===== config.mk =====
export PLATFORM = sky130hd
export DESIGN_NAME = imem_boot_loader
export DESIGN_NICKNAME = d
export VERILOG_FILES = /design/src/rtl/imem_boot_loader_pkg.sv /design/src/rtl/imem_boot_loader_byte_to_word_packer.sv /design/src/rtl/imem_boot_loader.sv
export SDC_FILE = /design/constraint.sdc
export NUM_CORES = 1
export LEC_CHECK = 0
export BUFFER_PORTS_ARGS = -buffer_cell sky130_fd_sc_hd__buf_2
export CORE_MARGIN = 2
export CORE_UTILIZATION = 56
export CTS_CLUSTER_DIAMETER = 150
export DETAILED_ROUTE_END_ITERATION = 12
export PLACE_DENSITY = 0.95
export SYNTH_ARGS = -nofsm -noshare
export SYNTH_HDL_FRONTEND = slang
export SYNTH_SLANG_ARGS = --single-unit
export TNS_END_PERCENT = 50

===== constraint.sdc =====
create_clock -name clk -period 3.4 [get_ports clk]
set_input_delay 0.68 -clock clk [delete_from_list [all_inputs] [get_ports clk]]
set_output_delay 0.68 -clock clk [all_outputs]
set_load 0.05 [all_outputs]

===== src/rtl/imem_boot_loader_pkg.sv =====
// Shared definitions for the instruction-memory boot loader.
// Holds the loader state encoding and the default instruction-memory address width.
package imem_boot_loader_pkg;

  localparam int PC_W = 8;

  typedef enum logic [2:0] {
    ST_IDLE  = 3'd0,
    ST_HI    = 3'd1,
    ST_LO    = 3'd2,
    ST_WRITE = 3'd3,
    ST_HOLD  = 3'd4,
    ST_DONE  = 3'd5
  } state_t;

endpackage


===== src/rtl/imem_boot_loader_byte_to_word_packer.sv =====
// Packs two stream bytes into one big-endian 16-bit word.
// Ports: i_cap_hi/i_cap_lo capture i_byte; o_word is the word, o_word_valid pulses after the low byte.
module byte_to_word_packer (
  input  logic        clk,
  input  logic        rst_n,
  input  logic        i_cap_hi,
  input  logic        i_cap_lo,
  input  logic [7:0]  i_byte,
  output logic [15:0] o_word,
  output logic        o_word_valid
);

  logic [15:0] r_word;
  logic        r_valid;

  always_ff @(posedge clk or negedge rst_n) begin
    if (!rst_n) begin
      r_word  <= '0;
      r_valid <= 1'b0;
    end else begin
      r_valid <= i_cap_lo;
      if (i_cap_hi) r_word[15:8] <= i_byte;
      if (i_cap_lo) r_word[7:0]  <= i_byte;
    end
  end

  assign o_word       = r_word;
  assign o_word_valid = r_valid;

endmodule


===== src/rtl/imem_boot_loader.sv =====
// Boot loader: streams bytes into instruction memory from a base address and holds the core in reset until loaded.
// Ports: start/load_base/load_len, byte stream handshake, imem write port, core_rst, busy, done, err.
module imem_boot_loader
  import imem_boot_loader_pkg::*;
#(
  parameter int PC_WIDTH      = PC_W,
  parameter int CORE_RST_HOLD = 4
) (
  input  logic                clk,
  input  logic                rst,
  input  logic                start,
  input  logic [PC_WIDTH-1:0] load_base,
  input  logic [PC_WIDTH:0]   load_len,
  input  logic [7:0]          byte_in,
  input  logic                byte_valid,
  output logic                byte_ready,
  output logic [PC_WIDTH-1:0] imem_addr,
  output logic                imem_write_en,
  output logic [15:0]         imem_write_data,
  output logic                core_rst,
  output logic                busy,
  output logic                done,
  output logic                err
);

  localparam int HW =
    (CORE_RST_HOLD > 1) ? $clog2(CORE_RST_HOLD) : 1;
  localparam logic [HW-1:0] HOLD_LAST =
    HW'(CORE_RST_HOLD - 1);
  localparam logic [PC_WIDTH:0] REM_ONE =
    (PC_WIDTH+1)'(1);

  state_t              r_state;
  state_t              w_nxt;
  logic [PC_WIDTH-1:0] r_addr;
  logic [PC_WIDTH:0]   r_rem;
  logic [HW-1:0]       r_hold;
  logic                r_err;

  logic w_xfer;
  logic w_start_ok;
  logic w_hold_end;
  logic w_cap_hi;
  logic w_cap_lo;

  assign w_start_ok = start &&
    (r_state == ST_IDLE || r_state == ST_DONE);
  assign w_xfer = byte_valid && byte_ready;
  assign w_cap_hi = w_xfer && (r_state == ST_HI);
  assign w_cap_lo = w_xfer && (r_state == ST_LO);
  assign w_hold_end = (r_state == ST_HOLD) &&
    (r_hold == HOLD_LAST);

  always_ff @(posedge clk or negedge rst) begin
    if (!rst) r_state <= ST_IDLE;
    else      r_state <= w_nxt;
  end

  always_comb begin
    w_nxt = r_state;
    unique case (r_state)
      ST_IDLE, ST_DONE: begin
        if (w_start_ok)
          w_nxt = (load_len == '0) ? ST_HOLD : ST_HI;
      end
      ST_HI:    if (w_xfer) w_nxt = ST_LO;
      ST_LO:    if (w_xfer) w_nxt = ST_WRITE;
      ST_WRITE: w_nxt = (r_rem == REM_ONE) ? ST_HOLD : ST_HI;
      ST_HOLD:  if (w_hold_end) w_nxt = ST_DONE;
      default:  w_nxt = ST_IDLE;
    endcase
  end

  always_ff @(posedge clk or negedge rst) begin
    if (!rst) begin
      r_addr <= '0;
      r_rem  <= '0;
      r_hold <= '0;
      r_err  <= 1'b0;
    end else begin
      if (w_start_ok) begin
        r_err  <= 1'b0;
        r_hold <= '0;
        if (load_len != '0) begin
          r_addr <= load_base;
          r_rem  <= load_len;
        end
      end
      if (r_state == ST_WRITE) begin
        r_addr <= r_addr + PC_WIDTH'(1);
        r_rem  <= r_rem - REM_ONE;
        // wrap with words still to come overwrites low memory
        if (r_addr == '1 && r_rem > REM_ONE) r_err <= 1'b1;
      end
      if (r_state == ST_HOLD)
        r_hold <= w_hold_end ? '0 : r_hold + HW'(1);
    end
  end

  byte_to_word_packer u_pack (
    .clk          (clk),
    .rst_n        (rst),
    .i_cap_hi     (w_cap_hi),
    .i_cap_lo     (w_cap_lo),
    .i_byte       (byte_in),
    .o_word       (imem_write_data),
    .o_word_valid (imem_write_en)
  );

  assign byte_ready = (r_state == ST_HI) ||
                      (r_state == ST_LO);
  assign busy = (r_state == ST_HI) || (r_state == ST_LO) ||
                (r_state == ST_WRITE) || (r_state == ST_HOLD);
  assign core_rst  = (r_state != ST_DONE);
  assign done      = (r_state == ST_DONE);
  assign err       = r_err;
  assign imem_addr = r_addr;

endmodule


### Word level (Yosys, flattened, before mapping)

Index checks and enable logic that the tools add are counted.

* add/subtract/negate cells: 3
* magnitude comparators: 1
* eq/ne operators: 13
* multiplexer cells: 19
* reductions and logical operators: 19

Operators by type and width (count)
* $mux W9: 3
* $mux W8: 3
* $mux W3: 6
* $pmux W3 S5: 1
* $eq A9 B1 Y1 const B: 1
* $gt A9 B1 Y1 const B: 1
* $logic_not A9 Y1: 1
* $reduce_bool A9 Y1: 1
* $sub A9 B1 Y9 const B: 1
* $add A8 B1 Y8 const B: 1
* $eq A8 B8 Y1 const B: 1
* $ne A2 B2 Y1 const B: 4
* $eq A3 B2 Y1 const B: 2
* $eq A3 B3 Y1 const B: 2
* $logic_and A1 B1 Y1: 6
* $mux W2: 3
* $reduce_bool A2 Y1: 3
* $logic_or A1 B1 Y1: 4
* $reduce_and A4 Y1: 1
* $eq A3 B1 Y1 const B: 1
* $logic_not A3 Y1: 1
* $mux W1: 3
* $ne A3 B3 Y1 const B: 1
* $add A2 B1 Y2 const B: 1
* 3 further kinds: 3

* register bits: 40
* output and inout bits: 30

### Logic depth before layout (Yosys ltp)

Gate-level depths: netlist of run 1.

* depth in word-level cells: 6
* depth in mapped cells: 6
* depth with buffers taken out: 6

### Hierarchy

From an unflattened synthesis of run 1, not the netlist that was laid out.

* cells, all modules: 198
* area total of the unflattened synthesis: 2183.3 um2

By module, submodules not included
* imem_boot_loader: instances 1, cells each 163, area an instance 1495.2 um2
* byte_to_word_packer: instances 1, cells each 35, area an instance 688.2 um2

### Least setup slack after synthesis of run 1

OpenSTA, ideal clock, no wires.

* path kind: reg-to-output
* start point: register r_state[0]
* end point: output port byte_ready
* arrival: 1556 ps
* required time: 2720 ps
* slack: 1164 ps
* stages on the path, launching flop included: 4
* buffers on the path: 1
* cell sequence: dfrtp_1 > buf_4 > nand2b_1 > a21oi_1

* word-level cells in the longest chain between the ends: 2
* elaborated cells between the ends (all ways): 3
* those cells by class: eq/ne: 2; reduce/logical: 1

Ends and longest elaborated chain
* start, declared: line imem_boot_loader.sv:33 `state_t r_state;`
* start signal, assigned: line imem_boot_loader.sv:56 `else r_state <= w_nxt;`
* $eq A3 B1 Y1 / $eq A3 B2 Y1 (equally long branches): line imem_boot_loader.sv:110, imem_boot_loader.sv:111
* $logic_or A1 B1 Y1 *: line imem_boot_loader.sv:110 `assign byte_ready = (r_state == ST_HI) ||`
* end, declared: line imem_boot_loader.sv:16 `output logic byte_ready,`

Every way passes the cells marked *; elsewhere a longest branch is shown, timed or not.

### Worst setup path after layout of run 1

* start point: register r_state[1]
* end point: output port byte_ready

The elaborated chain is that of the path after synthesis.

==> results of run 1 <==
## metal layers
layer  up-vias  share of wire [%]  wire length [µm]  GRT usage, %
li1        859                  -                 -             -
met3        11                6.1               286          4.43
met5         -                  0                 0             0
met2        75                 48              2220          36.7
met1       883                 44              2060          30.5
met4         0                1.7                80          8.85
## sequential cells by signal, summed over array words and instances (netlist names)
| register | cells |
|---|---|
| r_rem | 9 |
| err | 1 |
| imem_addr | 8 |
| r_state | 3 |
| u_pack.o_word_valid | 1 |
| r_hold | 2 |
| u_pack.o_word | 16 |
## stage by stage
step           cell area, µm²  hold slack, ps  util [%]  setup slack (ps)
2_1_floorplan            2150             384         -              1160
3_3_place_gp             2440             477      66.7              1170
3_5_place_dp             2440             483      66.7              1080
4_1_cts                  2550             494      69.8              1110
5_1_grt                  2550             523      69.8               944
6_report                 2550             492      69.8              1110
## cell families after synthesis
| group | after synthesis |
|---|---|
| simple gates | 70 |
| compound gates | 45 |
| flops | 40 |
| mux | 19 |
| buf+inv | 16 |
| fa+ha+maj | 4 |
| xor+xnor | 2 |
## cell usage after synthesis, types with 2 or more instances
master,number
o221ai_1,2
dfrtp_1,40
o21ai_0,5
buf_2,2
a211oi_1,3
and3_1,3
o221a_2,2
inv_1,8
a31oi_1,2
a32o_1,2
a221o_1,2
a311oi_1,2
nand3b_1,2
or3_1,2
a31o_1,3
nand4_1,3
nor2_1,14
nand2b_1,3
nor2_2,3
ha_1,4
buf_4,6
and3b_1,2
nand3_1,6
nor4b_1,2
a21oi_1,7
nand2_1,10
xnor2_1,2
mux2i_1,3
mux2_2,16
nor3_1,8
nor4_2,2
## layout make-up
type / count / area [µm²] / share of cell area (%)
Clock buffer: 5 / 68.8 / 2.69
Inverter: 8 / 30.0 / 1.18
Multi-Input combinational cell: 140 / 1060 / 41.5
Clock inverter: 3 / 42.5 / 1.67
Timing Repair Buffer: 58 / 290 / 11.4
Tap cell: 48 / 60.1 / 2.35
Sequential cell: 40 / 1000 / 39.2
## placed cells by master, fill, tap and decap left out, drive strengths merged, types with 2 or more instances in the layout
master  instances
nand3b          3
nand2b          3
and3            3
a31o            3
a31oi           2
a311oi          2
a221o           2
nand2          11
nor2           18
ha              4
nand3           7
nand4           3
buf            58
o221ai          2
mux2           16
inv             8
xnor2           2
or3             2
a32o            2
a221oi          2
and2            2
a211oi          3
nor3            9
clkbuf          5
a21oi           7
mux2i           3
o221a           2
and3b           2
nor4            3
o21ai           6
nor4b           2
dfrtp          40
## worst paths after layout
path | from | end | slack [ps]
worst min register to register | r_hold[0] | r_hold[0] | 490
max in group asynchronous | rst | r_hold[1] | 2370
min in group asynchronous | rst | u_pack.o_word[14] | 500
worst max-delay path | r_state[1] | byte_ready | 1110
worst min-delay path | r_hold[0] | r_hold[0] | 490
worst max register to register | r_state[2] | r_rem[4] | 1340
## power breakdown
part / internal [µW] / switching (µW)
clock network: 217 / 163
logic: 462 / 980
registers: 689 / 230
==> flow_metrics.env, run 1 <==
export IMPL_outcome="finished clean"
export IMPL_max_stage_delay_ps=620
export IMPL_cts_tree="done"
export IMPL_port_buffers=58
export IMPL_post_cts_repair_setup_buffers=0
export IMPL_ys_warn_count=0
export IMPL_hold_buffers=0
export IMPL_synth_edf_count=0
export IMPL_ant_nets=0
export IMPL_worst_path_buf_inv=1
export IMPL_worstMarginPinSlew_ps=856
export IMPL_drv_slew=0
export IMPL_netlist_area_um2=2150
export IMPL_hpwl_um=3480
export IMPL_dpl_cell_count=294
export IMPL_syn_nets=229
export IMPL_final_cell_count_no_fill=302
export IMPL_slew_headroom_pct=43.0
export IMPL_antenna_found_initial=0
export IMPL_grt_pass1_vias=1678
export IMPL_setup_tns_ps=0
export IMPL_nFillCells=281
export IMPL_synth_seq_cells=40
export IMPL_synth_cell_types=56
export IMPL_synthSimpleGateAreaFrac_pct=19.8
export IMPL_skew_ps=5.10
export IMPL_num_vias=1828
export IMPL_total_power_uw=2740
export IMPL_synthMuxAreaShare_pct=9.79
export IMPL_io_pins=59
export IMPL_clockRootBuffer="clkbuf_8"
export IMPL_crit_chain="nand2b_1, a21oi_1, buf_2"
export IMPL_drt_iter0_drc=177
export IMPL_grt_max_degree=41
export IMPL_cts_resized=0
export IMPL_viasPerCell=6.05
export IMPL_gp_congestion=0.874
export IMPL_ys_flop_type="dfrtp_1"
export IMPL_synth_xor_area_share_pct=0.816
export IMPL_leakagePower_uw=0.00116
export IMPL_rsz0062_at_grt="no"
export IMPL_initial_core_util_pct=58.6
export IMPL_worstSetupPathType="reg -> out"
export IMPL_synth_top_cell_area_share_pct=46.6
export IMPL_die_height_um=65.9
export IMPL_synth_area_leader_cell="dfrtp_1"
export IMPL_finalCriticalPeriod_ps=2290
export IMPL_layout_nets=286
export IMPL_h_tree_depth=2
export IMPL_design_core_area_um2=3660
export IMPL_synthArstFlopShare_pct=100
export IMPL_syn_to_final_growth_pct=18.9
export IMPL_numCtsBuffers=5
export IMPL_clock_sinks=40
export IMPL_finalCritPeriodShare_pct=67.5
export IMPL_netlist_top_cells_area="dfrtp_1 (47%), mux2_2 (8.4%), nor2_1 (2.4%)"
export IMPL_synth_fa_ha_area_share_pct=2.33
export IMPL_critPathSlowestCell="dfrtp_1"
export IMPL_clk_latency_ps=290
export IMPL_syn_instance_count=196
export IMPL_die_area_um2=4350
export IMPL_critPathCaptureType="output pin"
export IMPL_ys_seq_area_share_pct=46.6
export IMPL_final_hold_violation_count=0
export IMPL_p_per_area_nw_per_um2=1070
export IMPL_drt_pass1_iter_count=4
export IMPL_worstPathRequired_ps=2720
export IMPL_crit_arrival_ps=1610
export IMPL_start_kind="register"
export IMPL_grt_util_all_layers_pct=22.9
export IMPL_cp_depth=3
export IMPL_die_w_um=65.9
export IMPL_clk_path_buf_depth=2
export IMPL_drc=0
export IMPL_grt_pass1_wl_um=7620
export IMPL_vdd_drop_max_mv=0.428
export IMPL_fp_row_count=22
export IMPL_path_max_fanout=14
export IMPL_synth_compound_area_share_pct=16.7
export IMPL_critPathTopFamily="flip-flops"
export IMPL_syn_avg_cell_area_um2=11.0
export IMPL_drive_gt1_share_pct=38.2
export IMPL_setup_viol=0
export IMPL_wl_per_cell_um=15.4
export IMPL_routed_wl_um=4660
export IMPL_hold_path_class="reg -> reg"
export IMPL_worstRegToRegCells=4
export IMPL_hold_depth=1
export IMPL_synth_top_family_by_area="simple AND/OR/NAND/NOR gates"
export IMPL_maxCapViolCount=0
export IMPL_overflow=0
export IMPL_n_antenna_cell=0
export IMPL_max_freq_mhz=436
export IMPL_clk_pin_slew_worst_paths_ps=70
Note: power is estimated with default switching activity, not from simulation.
==> inputs of run 2 (changes only) <==
Settings changed: CORE_UTILIZATION 56 to 52, PLACE_DENSITY 0.95 to 0.89.
Clock period 3.4 ns to 2.3 ns, I/O delays scaled along.
==> run 2 against run 1 <==
  * Die area is 7.2% higher
  * Cell area grew 0.15%
  * Critical path type unchanged
  * Wire length grew 3.7%
  * Sequential cell count is the same
  * Combinational power rose by 47%
  * Sequential share of layout area down 0.057 points
==> flow_metrics.env, run 2 (synthesized netlist as in run 1, its figures left out) <==
export IMPL_outcome="finished clean"
export IMPL_slew_headroom_pct=43.1
export IMPL_post_route_cell_area_um2=2560
export IMPL_hold_buffers=0
export IMPL_crit_arrival_ps=1590
export IMPL_syn_to_final_growth_pct=19.1
export IMPL_clk_path_buf_depth=2
export IMPL_leakagePower_uw=0.00116
export IMPL_design_core_area_um2=4000
export IMPL_drt_pass1_iter_count=4
export IMPL_clk_latency_ps=290
export IMPL_skew_ps=3.48
export IMPL_overflow=0
export IMPL_fp_row_count=23
export IMPL_layout_setup_ws_ps=246
export IMPL_die_area_um2=4660
export IMPL_place_ws_ps=317
export IMPL_drv_slew=0
export IMPL_dpl_cell_count=298
export IMPL_antenna_found_initial=0
export IMPL_port_buffers=58
export IMPL_grt_pass1_wl_um=7750
export IMPL_drc=0
export IMPL_critPathCaptureType="output pin"
export IMPL_placed_area_um2=2460
export IMPL_grt_util_all_layers_pct=22.3
export IMPL_wl_per_cell_um=15.8
export IMPL_die_w_um=68.3
export IMPL_largest_reg_flops=16
export IMPL_numCtsBuffers=5
export IMPL_setup_tns_ps=0
export IMPL_worstPathRequired_ps=1840
export IMPL_crit_chain="nand2b_1, a21oi_1, buf_2"
export IMPL_path_max_fanout=14
export IMPL_layout_nets=288
export IMPL_n_antenna_cell=0
export IMPL_worst_path_buf_inv=1
export IMPL_mostFrequentLayoutCells="buf_2 (58), dfrtp_1 (40), mux2_2 (16)"
export IMPL_h_tree_depth=2
export IMPL_maxCapViolCount=0
export IMPL_clockRootBuffer="clkbuf_8"
export IMPL_vdd_drop_max_mv=1.06
export IMPL_drt_iter0_drc=228
export IMPL_finalCriticalPeriod_ps=2050
export IMPL_clk_pin_slew_worst_paths_ps=80
export IMPL_final_hold_violation_count=0
export IMPL_setup_viol=0
export IMPL_start_kind="register"
export IMPL_nFillCells=323
export IMPL_worstMarginPinSlew_ps=854
export IMPL_num_vias=1822
export IMPL_finalCritPeriodShare_pct=89.3
export IMPL_worstSetupPathType="reg -> out"
export IMPL_hpwl_um=3530
export IMPL_max_stage_delay_ps=620
export IMPL_reg2reg_from="r_state[0]"
export IMPL_initial_core_util_pct=53.7
export IMPL_routed_wl_um=4830
export IMPL_critPathTopFamily="flip-flops"
export IMPL_viasPerCell=5.95
export IMPL_hold_path_class="in -> async"
export IMPL_final_cell_count_no_fill=306
export IMPL_grt_pass1_vias=1664
export IMPL_cts_resized=0
export IMPL_die_height_um=68.3
export IMPL_gp_congestion=0.894
export IMPL_ant_nets=0
export IMPL_critPathSlowestCell="dfrtp_1"
export IMPL_rsz0062_at_grt="no"
export IMPL_clock_sinks=40
export IMPL_max_freq_mhz=487
export IMPL_drive_gt1_share_pct=38.7
export IMPL_io_pins=59
export IMPL_post_cts_repair_setup_buffers=0
export IMPL_grt_max_degree=41
export IMPL_crit_start="r_state[1]"
export IMPL_p_per_area_nw_per_um2=1550
export IMPL_final_common_cell="buf_2"
export IMPL_cts_tree="done"
run 2: cell types whose count changed in the layout (fill, tap and decap cells not counted), sizes merged:
cell,change
buf,+2
clkinv,-1
clkbuf,+1
clkinvlp,+1
bufinv,-1
run 2: area by class of cell:
type | count | area, µm² | area share, %
multi-input combinational | 140 | 1060 | 41.5
sequential | 40 | 1000 | 39.1
timing repair buffer | 60 | 305 | 11.9
clock buffer | 6 | 82.6 | 3.23
tap | 50 | 62.6 | 2.45
inverter | 8 | 30.0 | 1.17
clock inverter | 2 | 15.0 | 0.587
run 2: stage by stage:
stage	total power [µW]	utilization [%]	hold slack, ps
2_1_floorplan	3020	-	164
5_1_grt	4220	63.9	335
4_1_cts	4000	63.9	297
3_5_place_dp	3480	61.5	483
6_report	3980	63.9	267
3_3_place_gp	3420	61.5	477
run 2: power by group:
group / leakage [µW] / total [µW] / switching, µW / internal, µW
sequential: 0.000480 / 1360 / 345 / 1020
clock: 0.0000434 / 498 / 255 / 243
combinational: 0.000634 / 2110 / 1430 / 682
run 2: path summary, 6_finish.rpt:
check	endpoint	slack [ps]	cells after the start
max in group asynchronous	u_pack.o_word[6]	1500	1
hold reg to reg	r_hold[0]	500	1
min in group clk	imem_addr[0]	410	2
setup / recovery	byte_ready	250	3
setup reg to reg	r_rem[5]	410	4
hold / removal	r_rem[8]	270	1
run 2: per-layer routing:
metal  track usage (%)  vias up  share of wire (%)
met5                 0        -                  0
met4              6.75        0               0.60
met3              6.74        4                7.9
met2              36.3       81                 50
met1              28.5      873                 42
li1                  -      864                  -
run 2: worst register-to-register path: cells and delay by family, from the launching register on:
family	cells	cell delay [ps]
flops	1	600
compound gates	1	360
simple gates	2	640
xor+xnor	1	180
==> inputs of run 3 (changes only) <==
Settings changed: CORE_UTILIZATION 52 to 44, PLACE_DENSITY 0.89 to 0.79.
==> run 3 against run 2 <==
  * Critical path depth did not move
  * Wire length is 2.3% lower
  * Fmax down 0.26%
  * Setup slack got worse by 5.4 ps
  * Clock power up 20%
  * Die area increased by 17%
  * Power rose by 2.2%
  * Critical endpoint unchanged
  * Clock-buffer cell count down 1
  * Largest power group unchanged
==> flow_metrics.env, run 3 (synthesized netlist as in run 1, its figures left out) <==
export IMPL_outcome="finished clean"
export IMPL_clockRootBuffer="clkbuf_8"
export IMPL_internal_power_uw=2030
export IMPL_h_tree_depth=2
export IMPL_vdd_drop_max_mv=1.11
export IMPL_p_switching_uw=2030
export IMPL_p_seq_share_pct=33.2
export IMPL_final_common_cell="buf_2"
export IMPL_drc=0
export IMPL_numCtsBuffers=5
export IMPL_maxCapViolCount=0
export IMPL_layout_setup_ws_ps=241
export IMPL_finalCritPeriodShare_pct=89.5
export IMPL_die_height_um=73.9
export IMPL_io_pins=59
export IMPL_die_area_um2=5450
export IMPL_setup_viol=0
export IMPL_clk_latency_ps=300
export IMPL_grt_pass1_wl_um=7950
export IMPL_overflow=0
export IMPL_viasPerCell=5.65
export IMPL_drt_pass1_iter_count=4
export IMPL_port_buffers=58
export IMPL_post_cts_repair_setup_buffers=0
export IMPL_nFillCells=418
export IMPL_reg2reg_from="r_state[0]"
export IMPL_antenna_found_initial=0
export IMPL_skew_ps=9.12
export IMPL_hold_path_class="in -> async"
export IMPL_gp_congestion=0.868
export IMPL_clk_pin_slew_worst_paths_ps=90
export IMPL_drt_iter0_drc=134
export IMPL_drive_gt1_share_pct=38.9
export IMPL_holdWs_ps=210
export IMPL_max_freq_mhz=486
export IMPL_p_comb_share_pct=52.1
export IMPL_post_route_cell_area_um2=2600
export IMPL_num_vias=1832
export IMPL_largest_reg_flops=16
export IMPL_die_w_um=73.9
export IMPL_cts_resized=0
export IMPL_finalCriticalPeriod_ps=2060
export IMPL_layout_nets=289
export IMPL_leakagePower_uw=0.00117
export IMPL_worstPathRequired_ps=1840
export IMPL_worstRegToRegCells=4
export IMPL_mostFrequentLayoutCells="buf_2 (58), dfrtp_1 (40), mux2_2 (16)"
export IMPL_drv_slew=0
export IMPL_syn_to_final_growth_pct=21.3
export IMPL_grt_util_all_layers_pct=19.0
export IMPL_design_core_area_um2=4720
export IMPL_rsz0062_at_grt="no"
export IMPL_grt_pass1_vias=1761
export IMPL_grt_max_degree=41
export IMPL_crit_arrival_ps=1600
export IMPL_slew_headroom_pct=65.5
export IMPL_routed_wl_um=4720
export IMPL_place_ws_ps=353
export IMPL_r2r_setup_slack_ps=410
export IMPL_worstMarginPinSlew_ps=516
export IMPL_initial_core_util_pct=45.5
export IMPL_critPathCaptureType="output pin"
export IMPL_post_route_util_pct=55.1
export IMPL_path_max_fanout=11
export IMPL_r2r_end="r_rem[5]"
export IMPL_ant_nets=0
export IMPL_worstSetupPathType="reg -> out"
export IMPL_start_kind="register"
export IMPL_placed_area_um2=2490
export IMPL_hpwl_um=3430
export IMPL_wl_per_cell_um=14.6
export IMPL_cts_tree="done"
export IMPL_clock_sinks=40
export IMPL_fp_row_count=25
export IMPL_hold_buffers=0
export IMPL_setup_tns_ps=0
export IMPL_final_hold_violation_count=0
export IMPL_clkPwrFrac_pct=14.7
export IMPL_n_antenna_cell=0
export IMPL_p_per_area_nw_per_um2=1560
export IMPL_p_sw_share_pct=50.0
export IMPL_clk_path_buf_depth=2
## run 3: cell count changes in the layout (fill, tap and decap cells not counted), sizes merged
cell	delta
clkbuf	-1
buf	+1
inv	+1
clkinvlp	-1
bufinv	+1
## run 3: cell type report
cell class / count / area [µm²] / share of cell area, %
clock inverter: 3 / 46.3 / 1.78
clock buffer: 5 / 68.8 / 2.64
timing repair buffer: 61 / 313 / 12.0
inverter: 8 / 30.0 / 1.15
multi-input combinational: 140 / 1060 / 40.7
sequential: 40 / 1000 / 38.4
tap: 67 / 83.8 / 3.22
## run 3: layer usage
metal  global-route usage (%)  wire, µm
met1                     24.7      2070
met2                     30.1      2190
met3                     4.80       380
met4                     7.68        68
met5                        0         0
## run 3: through the flow
step,total power (µW),std cells
2_1_floorplan,3020,196
4_1_cts,4080,324
3_3_place_gp,3440,316
6_report,4060,324
3_5_place_dp,3480,316
5_1_grt,4300,324
## run 3: worst max path at each step
stage                     slack, ps           end   startpoint
after floorplan                 280    byte_ready   r_state[0]
after global placement          420  imem_addr[5]  load_len[2]
after detailed placement        350  imem_addr[5]  load_len[2]
after CTS                       210    byte_ready   r_state[1]
after global routing            110    byte_ready   r_state[1]
final                           240    byte_ready   r_state[0]
## run 3: power groups by stage
stage	combinational (µW)	clock, µW	sequential [µW]
final	2120	597	1350
after global routing	2270	629	1400
after CTS	2130	602	1350
after detailed placement	2120	0	1360
after global placement	2100	0	1350
after floorplan	989	0	2030
## run 3: critical path: stages, from the launching register on
cell	delay (ps)
dfrtp_1	540
nand2b_1	290
a21oi_1	190
buf_2	280
